--- config.mk ---
export PLATFORM = sky130hd
export DESIGN_NAME = fifo_almost_full_flat
export DESIGN_NICKNAME = d
export VERILOG_FILES = /design/src/rtl/fifo_almost_full_if.sv /design/src/rtl/fifo_almost_full.sv /design/src/flat_wrapper.sv
export SDC_FILE = /design/constraint.sdc
export NUM_CORES = 1
export LEC_CHECK = 0
export CORE_MARGIN = 2
export CORE_UTILIZATION = 44
export DETAILED_ROUTE_END_ITERATION = 8
export DONT_BUFFER_PORTS = 1
export PLACE_DENSITY = 0.65
export RECOVER_POWER = 50
export SYNTH_ARGS = -nofsm -noshare
export SYNTH_HDL_FRONTEND = slang
export SYNTH_SLANG_ARGS = --single-unit
--- constraint.sdc ---
create_clock -name clk -period 5.3 [get_ports clk]
set_input_delay 1.06 -clock clk [delete_from_list [all_inputs] [get_ports clk]]
set_output_delay 1.06 -clock clk [all_outputs]
set_load 0.1 [all_outputs]
--- src/rtl/fifo_almost_full_if.sv ---
// Handshake bundle between an upstream writer, the almost-full FIFO and a downstream reader.
interface fifo_almost_full_if #(
  parameter int DATA_WIDTH = 32
) ();
  logic                  full_n;
  logic                  write_ce;
  logic                  write;
  logic [DATA_WIDTH-1:0] din;
  logic                  empty_n;
  logic                  read_ce;
  logic                  read;
  logic [DATA_WIDTH-1:0] dout;

  modport master (
    input  full_n, empty_n, dout,
    output write_ce, write, din, read_ce, read
  );

  modport slave (
    input  write_ce, write, din, read_ce, read,
    output full_n, empty_n, dout
  );
endinterface

--- src/rtl/fifo_almost_full.sv ---
// First-word fall-through FIFO whose full flag drops GRACE_PERIOD words early,
// giving a pipelined upstream room to land in-flight writes.
module fifo_almost_full #(
  parameter     MEM_STYLE    = "auto",
  parameter int DATA_WIDTH   = 32,
  parameter int ADDR_WIDTH   = 5,
  parameter int DEPTH        = 32,
  parameter int GRACE_PERIOD = 2
) (
  input  logic                clk,
  input  logic                reset,
  fifo_almost_full_if.slave   fifo_if
);

  localparam int AF_INT   = DEPTH - GRACE_PERIOD;
  localparam int LAST_INT = DEPTH - 1;

  localparam logic [ADDR_WIDTH:0]   DEPTH_C  = DEPTH[ADDR_WIDTH:0];
  localparam logic [ADDR_WIDTH:0]   AF_C     = AF_INT[ADDR_WIDTH:0];
  localparam logic [ADDR_WIDTH:0]   CNT_ONE  = {{ADDR_WIDTH{1'b0}}, 1'b1};
  localparam logic [ADDR_WIDTH-1:0] PTR_LAST = LAST_INT[ADDR_WIDTH-1:0];
  localparam logic [ADDR_WIDTH-1:0] PTR_ONE  = {{(ADDR_WIDTH-1){1'b0}}, 1'b1};

  (* ram_style = MEM_STYLE *)
  logic [DATA_WIDTH-1:0] mem [DEPTH];

  logic [ADDR_WIDTH-1:0] wr_ptr_q, wr_ptr_d;
  logic [ADDR_WIDTH-1:0] rd_ptr_q, rd_ptr_d;
  logic [ADDR_WIDTH:0]   count_q, count_d;
  logic                  wr_req, rd_req, wr_fire, rd_fire, mem_we;

  always_comb begin
    wr_req   = fifo_if.write & fifo_if.write_ce;
    rd_req   = fifo_if.read & fifo_if.read_ce;
    rd_fire  = rd_req & (count_q != '0);
    // A pop in the same cycle frees the slot, so a full FIFO can still accept.
    wr_fire  = wr_req & ((count_q < DEPTH_C) | rd_fire);
    mem_we   = wr_fire & ~reset;
    wr_ptr_d = wr_ptr_q;
    rd_ptr_d = rd_ptr_q;
    count_d  = count_q;

    if (rd_fire) begin
      rd_ptr_d = (rd_ptr_q == PTR_LAST) ? '0 : rd_ptr_q + PTR_ONE;
    end
    if (wr_fire) begin
      wr_ptr_d = (wr_ptr_q == PTR_LAST) ? '0 : wr_ptr_q + PTR_ONE;
    end
    if (wr_fire && !rd_fire) begin
      count_d = count_q + CNT_ONE;
    end else if (rd_fire && !wr_fire) begin
      count_d = count_q - CNT_ONE;
    end

    if (reset) begin
      wr_ptr_d = '0;
      rd_ptr_d = '0;
      count_d  = '0;
    end
  end

  always_ff @(posedge clk) begin
    wr_ptr_q <= wr_ptr_d;
    rd_ptr_q <= rd_ptr_d;
    count_q  <= count_d;
  end

  // Storage is deliberately not reset; the pointers make stale words unreachable.
  always_ff @(posedge clk) begin
    if (mem_we) begin
      mem[wr_ptr_q] <= fifo_if.din;
    end
  end

  assign fifo_if.dout    = mem[rd_ptr_q];
  assign fifo_if.empty_n = (count_q != '0);
  assign fifo_if.full_n  = (count_q < AF_C);

endmodule
--- src/flat_wrapper.sv ---
// flat-port wrapper written by rule: the top's interface ports become plain ports
module fifo_almost_full_flat 
#(
  parameter     MEM_STYLE    = "    ",
  parameter int DATA_WIDTH   = 32,
  parameter int ADDR_WIDTH   = 5,
  parameter int DEPTH        = 32,
  parameter int GRACE_PERIOD = 2
)
  (clk, reset, fifo_if_write_ce, fifo_if_write, fifo_if_din, fifo_if_read_ce, fifo_if_read, fifo_if_full_n, fifo_if_empty_n, fifo_if_dout);
  fifo_almost_full_if #(.DATA_WIDTH(DATA_WIDTH)) fifo_if_i ();
  input  logic clk;
  input  logic reset;
  input wire logic [$bits(fifo_if_i.write_ce)-1:0] fifo_if_write_ce;
  input wire logic [$bits(fifo_if_i.write)-1:0] fifo_if_write;
  input wire logic [$bits(fifo_if_i.din)-1:0] fifo_if_din;
  input wire logic [$bits(fifo_if_i.read_ce)-1:0] fifo_if_read_ce;
  input wire logic [$bits(fifo_if_i.read)-1:0] fifo_if_read;
  output wire logic [$bits(fifo_if_i.full_n)-1:0] fifo_if_full_n;
  output wire logic [$bits(fifo_if_i.empty_n)-1:0] fifo_if_empty_n;
  output wire logic [$bits(fifo_if_i.dout)-1:0] fifo_if_dout;
  assign fifo_if_i.write_ce = fifo_if_write_ce;
  assign fifo_if_i.write = fifo_if_write;
  assign fifo_if_i.din = fifo_if_din;
  assign fifo_if_i.read_ce = fifo_if_read_ce;
  assign fifo_if_i.read = fifo_if_read;
  assign fifo_if_full_n = fifo_if_i.full_n;
  assign fifo_if_empty_n = fifo_if_i.empty_n;
  assign fifo_if_dout = fifo_if_i.dout;
  fifo_almost_full #(.MEM_STYLE(MEM_STYLE), .DATA_WIDTH(DATA_WIDTH), .ADDR_WIDTH(ADDR_WIDTH), .DEPTH(DEPTH), .GRACE_PERIOD(GRACE_PERIOD)) u_core (.clk(clk), .reset(reset), .fifo_if(fifo_if_i));
endmodule
==> flow_summary.toml, run 1 <==
[sta]
finalClockSkew_ns = 0.0207
max_slew_margin_pct = 24.3
fin_setup_tns_ns = 0
period_minus_slack_ns = 4.88
worstMarginPinSlew_ns = 1.13
setup-violations-final = 0
rsz0062_at_grt = "no"
finalHoldViolations = 0
period_share_pct = 92.1
fmax_mhz = 205
maxSlewViolCount = 0

[cts]
cts_resized = 0
cts_tree = "done"
cts.clk_slew.worst_paths_ns = 0.06
holdBufCountCts = 0
cts_root_buffer = "clkbuf_16"
clkLatencyLatePin_ns = 0.66
cts_setup_buffers = 0
clk_path_buf_depth = 3
cts_sinks = 1045
htreeDepth = 3
numCtsBuffers = 101

[worst_setup_path]
arrival_ns = 3.82
crit_path_max_fanout = 36
r2r_cells = 5
worstSetupStartpointType = "register"
path_class = "reg2out"
rr_startpoint = "u_core.count_q[5]"
worstSetupEndpointType = "output pin"
r2r_setup_slack_ns = 2.03
cp.required_ns = 4.24
r2r_end = "u_core.mem[24][4]"

[pwr]
power.leakage_nw = 13.9
p_clk_share_pct = 39.0
power.share.sequential_pct = 51.7
switching_share_pct = 23.9
comb_power_share_pct = 9.4
power.internal_mw = 13.5
power_density_nw_per_um2 = 388
max-vdd-ir-drop_mv = 0.386
p_sw_mw = 4.24
total_power_mw = 17.7

[global_routing]
antenna_found_initial = 4
grt_max_degree = 125
track_usage_pct = 20.4
met3_usage_pct = 3.63
grt_use_met2_pct = 32.8
grt_pass1_wl_um = 140000
overflow = 0
grt.busiest_layer = "met2"
use_met1_pct = 28.9
grt_pass1_vias = 20700

[floorplanning]
dieArea_sq_um = 94200
die_h_um = 307
initial_core_util_pct = 44.2
die_x_um = 307
coreArea_sq_um = 91400
rows = 111
io_pins = 72

[logic_synthesis]
yosysUniqueCellTypes = 44
yosys_warnings = 0
async_flop_share_pct = 0
synth_top_cell_by_area = "edfxtp_1"
syn_nets = 2103
synth_top_area_share_pct = 76.1
yosys-top-cells-area = "edfxtp_1 76%, mux4_2 7.1%, mux2_2 5.4%, a22o_1 1.4%, a211oi_1 1.2%"
synth_area_sq_um = 40400
synth-seq-cells = 1045
synth-edff-count = 1024
synth_cells = 2052
synth.avg_cell_area_sq_um = 19.7
synth_ff_type = "edfxtp_1"
yosysSeqAreaShare_pct = 77.2

[layout]
finalNetCount = 2177
drive_gt1_share_pct = 27.2
fillers = 7196
area_growth_syn_to_layout_pct = 13.0
seqCellArea_sq_um = 31200
multi_input_area_sq_um = 8940

[hold_path]
min-delay-start = "reset"
whs_endpoint = "u_core.count_q[3]"
hold_class = "in2reg"
worstHoldPathCells = 1

[route]
first_pass_iters = 5
drc_errors = 0
viasPerCell = 6.00
via_count = 20300
drt_wl_total_um = 96900
ant_nets = 0
route.detailed.wl_per_inst_um = 28.5
drt_iter0_drc = 2320

[flow_run]
maxCapViolCount = 0

[place]
gp_congestion = 0.781
hpwl_um = 53400
io_buffers = 0

[status]
outcome = "finished clean"
worst max-delay path by stage:
| stage | start | end | cells after the start |
|---|---|---|---|
| 2_1_floorplan | reset | u_core.mem[14][0] | 4 |
| 5_1_grt | register | fifo_if_dout[16] | 6 |
| 6_report | register | fifo_if_dout[16] | 6 |
| 3_3_place_gp | register | fifo_if_dout[30] | 6 |
| 4_1_cts | register | fifo_if_dout[16] | 6 |
| 3_5_place_dp | register | fifo_if_dout[15] | 6 |
stage by stage:
| step | util (%) | cells | hold WS (ns) | cell area [sq um] | worst slack (ns) |
|---|---|---|---|---|---|
| CTS | 50.0 | 3393 | 0.429 | 45700 | 0.462 |
| global route | 49.9 | 3393 | 0.449 | 45600 | 0.373 |
| detailed placement | 46.5 | 3209 | 0.502 | 42500 | 1.21 |
| global placement | 46.5 | 3209 | 0.485 | 42500 | 1.20 |
| finish | 49.9 | 3394 | 0.468 | 45600 | 0.416 |
| floorplan | - | 2052 | 0.468 | 40400 | 0.716 |
cells in the mapped netlist, drive strengths merged (4+ instances only):
cell type and count:
a211oi 66, a21o 4, a21oi 12, a22o 64, and3 4, buf 35
clkbuf 84, dfxtp 21, edfxtp 1024, ha 12, inv 4, mux2 193
mux4 128, nand2 22, nand3b 4, nor2 39, nor2b 68, nor3 67
o21ai 69, o22ai 64, or4 35
flip-flops by register name, summed over array words and instances (netlist names), named ones only:
register and cells:
u_core.mem 1024, u_core.count_q 6, u_core.rd_ptr_q 5, u_core.wr_ptr_q 5
layer usage:
| metal | vias to the layer above | wire length [um] |
|---|---|---|
| met5 | - | 0 |
| met4 | 0 | 1880 |
| met3 | 130 | 7340 |
| met2 | 787 | 46800 |
| met1 | 10800 | 40900 |
| li1 | 8604 | - |
worst max-delay path, cell delays in order, from the launching register on:
cell	delay, ns
dfxtp_1	0.66
nand2b_2	0.70
buf_12	0.44
o21ai_0	0.18
nor3_1	0.09
or4_1	0.74
buf_4	0.34
layout make-up:
type                       instances  share of cell area, %
clock buffer                     117                   5.81
timing repair buffer              90                   1.83
inverter                           4                 0.0329
antenna                            1                0.00548
clock inverter                    67                   1.18
tap                             1186                   3.25
sequential                      1045                   68.3
multi-input combinational        884                   19.6
power by group through the flow:
stage	clock (mW)	sequential, mW	combinational (mW)
6_report	6.91	9.16	1.66
5_1_grt	7.34	9.16	1.74
4_1_cts	7.03	9.16	1.67
3_5_place_dp	0	9.34	1.67
3_3_place_gp	0	9.33	1.65
2_1_floorplan	0	9.32	1.27
kinds of logic after synthesis:
logic type | Yosys count | share of synthesized area [%]
flops | 1045 | 77.2
buf+inv | 123 | 1.38
xor+xnor | 3 | 0.0651
mux | 323 | 12.6
compound gates | 287 | 4.83
simple gates | 258 | 3.57
fa+ha+maj | 13 | 0.421
cells in the final DEF, fill, tap and decap left out, types with 28 or more instances in the layout:
master and n:
o22ai_1 64, clkinv_1 28, or4_1 35, buf_4 76, edfxtp_1 1024, mux2_2 193
clkbuf_16 104, nor2b_1 67, mux4_2 128, o21ai_0 69, nor2_4 29, a22o_1 64
a211oi_1 66, nor3_1 64
Note: power is estimated with default switching activity, not from simulation.
==> run 2: changes to the inputs <==
==> constraint.sdc (replaced) <==
create_clock -name clk -period 5.2 [get_ports clk]
set_input_delay 1.04 -clock clk [delete_from_list [all_inputs] [get_ports clk]]
set_output_delay 1.04 -clock clk [all_outputs]
set_load 0.1 [all_outputs]
==> flow_summary.toml, run 2 (synthesis gave the netlist of run 1 again) <==
[global_routing]
grt_pass1_wl_um = 143000
grt_max_degree = 82
track_usage_pct = 21.0
grt_pass1_vias = 20700
overflow = 0
antenna_found_initial = 2

[pwr]
power_density_nw_per_um2 = 400
max-vdd-ir-drop_mv = 0.361
power.leakage_nw = 14.0

[worst_setup_path]
worstSetupEndpointType = "output pin"
cp.required_ns = 4.16
worst_path_most_repeated_cell = "buf_4"
arrival_ns = 3.64
crit_path_max_incr_delay_ns = 0.58
rr_startpoint = "u_core.count_q[5]"
worstSetupStartpointType = "register"
crit_path_max_fanout = 53
path_class = "reg2out"
cp_cell_sequence = "nand2_4, buf_4, o22ai_1, nor3_1, or4_1, buf_4"
cp_slowest_cell = "dfxtp_1"

[route]
dr_wl_met3_um = 7690
drt_wl_total_um = 99300
drc_errors = 0
via_count = 20600
wl_met1_um = 41400
ant_nets = 0
first_pass_iters = 5
route.detailed.wl_per_inst_um = 29.2
topRoutingLayerUsed = "met4"
wl_met2_um = 47900
drt_iter0_drc = 2320
viasPerCell = 6.06

[layout]
largest_register = "u_core.mem"
seqCellArea_sq_um = 31200
fillers = 7157
stdcell_count = 3403
finalNetCount = 2181
drive_gt1_share_pct = 27.6
largestRegisters = "u_core.mem: 1024 flops, u_core.count_q: 6 flops"
largest_reg_flops = 1024
multi_input_area_sq_um = 8950
mostFrequentLayoutCells = "1,024 x edfxtp_1, 193 x mux2_2, 128 x mux4_2"
area_growth_syn_to_layout_pct = 13.5
final_common_cell = "edfxtp_1"

[place]
hpwl_um = 56300
io_buffers = 0
gp_congestion = 0.788
place_inst = 3213

[sta]
maxSlewViolCount = 0
finalClockSkew_ns = 0.0220
max_slew_margin_pct = 0.394
period_minus_slack_ns = 4.68
finalHoldViolations = 0
setup-violations-final = 0
fmax_mhz = 214
worstMarginPinSlew_ns = 1.49
period_share_pct = 90.0
rsz0062_at_grt = "no"
fin_setup_tns_ns = 0

[cts]
cts_resized = 0
numCtsBuffers = 101
cts_sinks = 1045
clkLatencyLatePin_ns = 0.67
holdBufCountCts = 0
clk_path_buf_depth = 3
cts_root_buffer = "clkbuf_16"
cts_setup_buffers = 0
cts_tree = "done"
htreeDepth = 3
cts.clk_slew.worst_paths_ns = 0.06

[floorplanning]
coreArea_sq_um = 91400
rows = 111
io_pins = 72
die_x_um = 307
die_h_um = 307
dieArea_sq_um = 94200
initial_core_util_pct = 44.2

[hold_path]
min-delay-start = "reset"
hold_class = "in2reg"

[status]
outcome = "complete, but fails checks"
violations = "capacitance limit"

[flow_run]
maxCapViolCount = 1
==> run 2: worst paths after layout <==
check / end / slack (ns) / cells past startpoint
min: u_core.wr_ptr_q[2] / 0.45 / 1
max reg2reg: u_core.mem[2][9] / 1.79 / 4
min reg2reg: u_core.rd_ptr_q[3] / 0.51 / 2
max: fifo_if_dout[5] / 0.52 / 6
==> run 2: per-layer routing <==
layer | GRT usage, % | vias up
met5 | 0 | -
met4 | 6.18 | 0
met3 | 3.45 | 133
met2 | 33.8 | 895
met1 | 29.7 | 11000
li1 | - | 8633
==> run 2: cell type report <==
type                    count  share of cell area [%]
clock buffers             123                    5.78
well taps                1186                    3.24
inverters                   4                  0.0327
clock inverters            64                    1.41
diodes                      3                  0.0164
flip-flops and latches   1045                    68.0
repair buffers             94                    2.03
multi-input cells         884                    19.5
==> run 2: report_power, final <==
part           switching, mW  internal (mW)
clock                   3.07           4.23
combinational           1.23          0.463
sequential            0.0516           9.29
total                   4.35           14.0
==> run 2: critical path, delay by kind of cell (launching register included) <==
| kind | cells | cell delay (ns) |
|---|---|---|
| flip-flops | 1 | 0.58 |
| AO/OA/AOI/OAI | 1 | 0.44 |
| AND/OR/NAND/NOR | 3 | 1.21 |
| buffers and inverters | 2 | 0.69 |
==> run 2: per-stage QoR <==
| step | instance area (sq um) | utilization [%] | setup slack, ns | total power [mW] | hold WS (ns) |
|---|---|---|---|---|---|
| after floorplan | 40400 | - | 0.636 | 10.8 | 0.468 |
| after global placement | 42600 | 46.6 | 1.09 | 11.2 | 0.487 |
| after detailed placement | 42600 | 46.6 | 0.987 | 11.2 | 0.500 |
| after CTS | 45900 | 50.2 | 0.502 | 18.4 | 0.418 |
| after global routing | 45800 | 50.2 | 0.476 | 18.8 | 0.437 |
| final | 45900 | 50.2 | 0.520 | 18.3 | 0.451 |
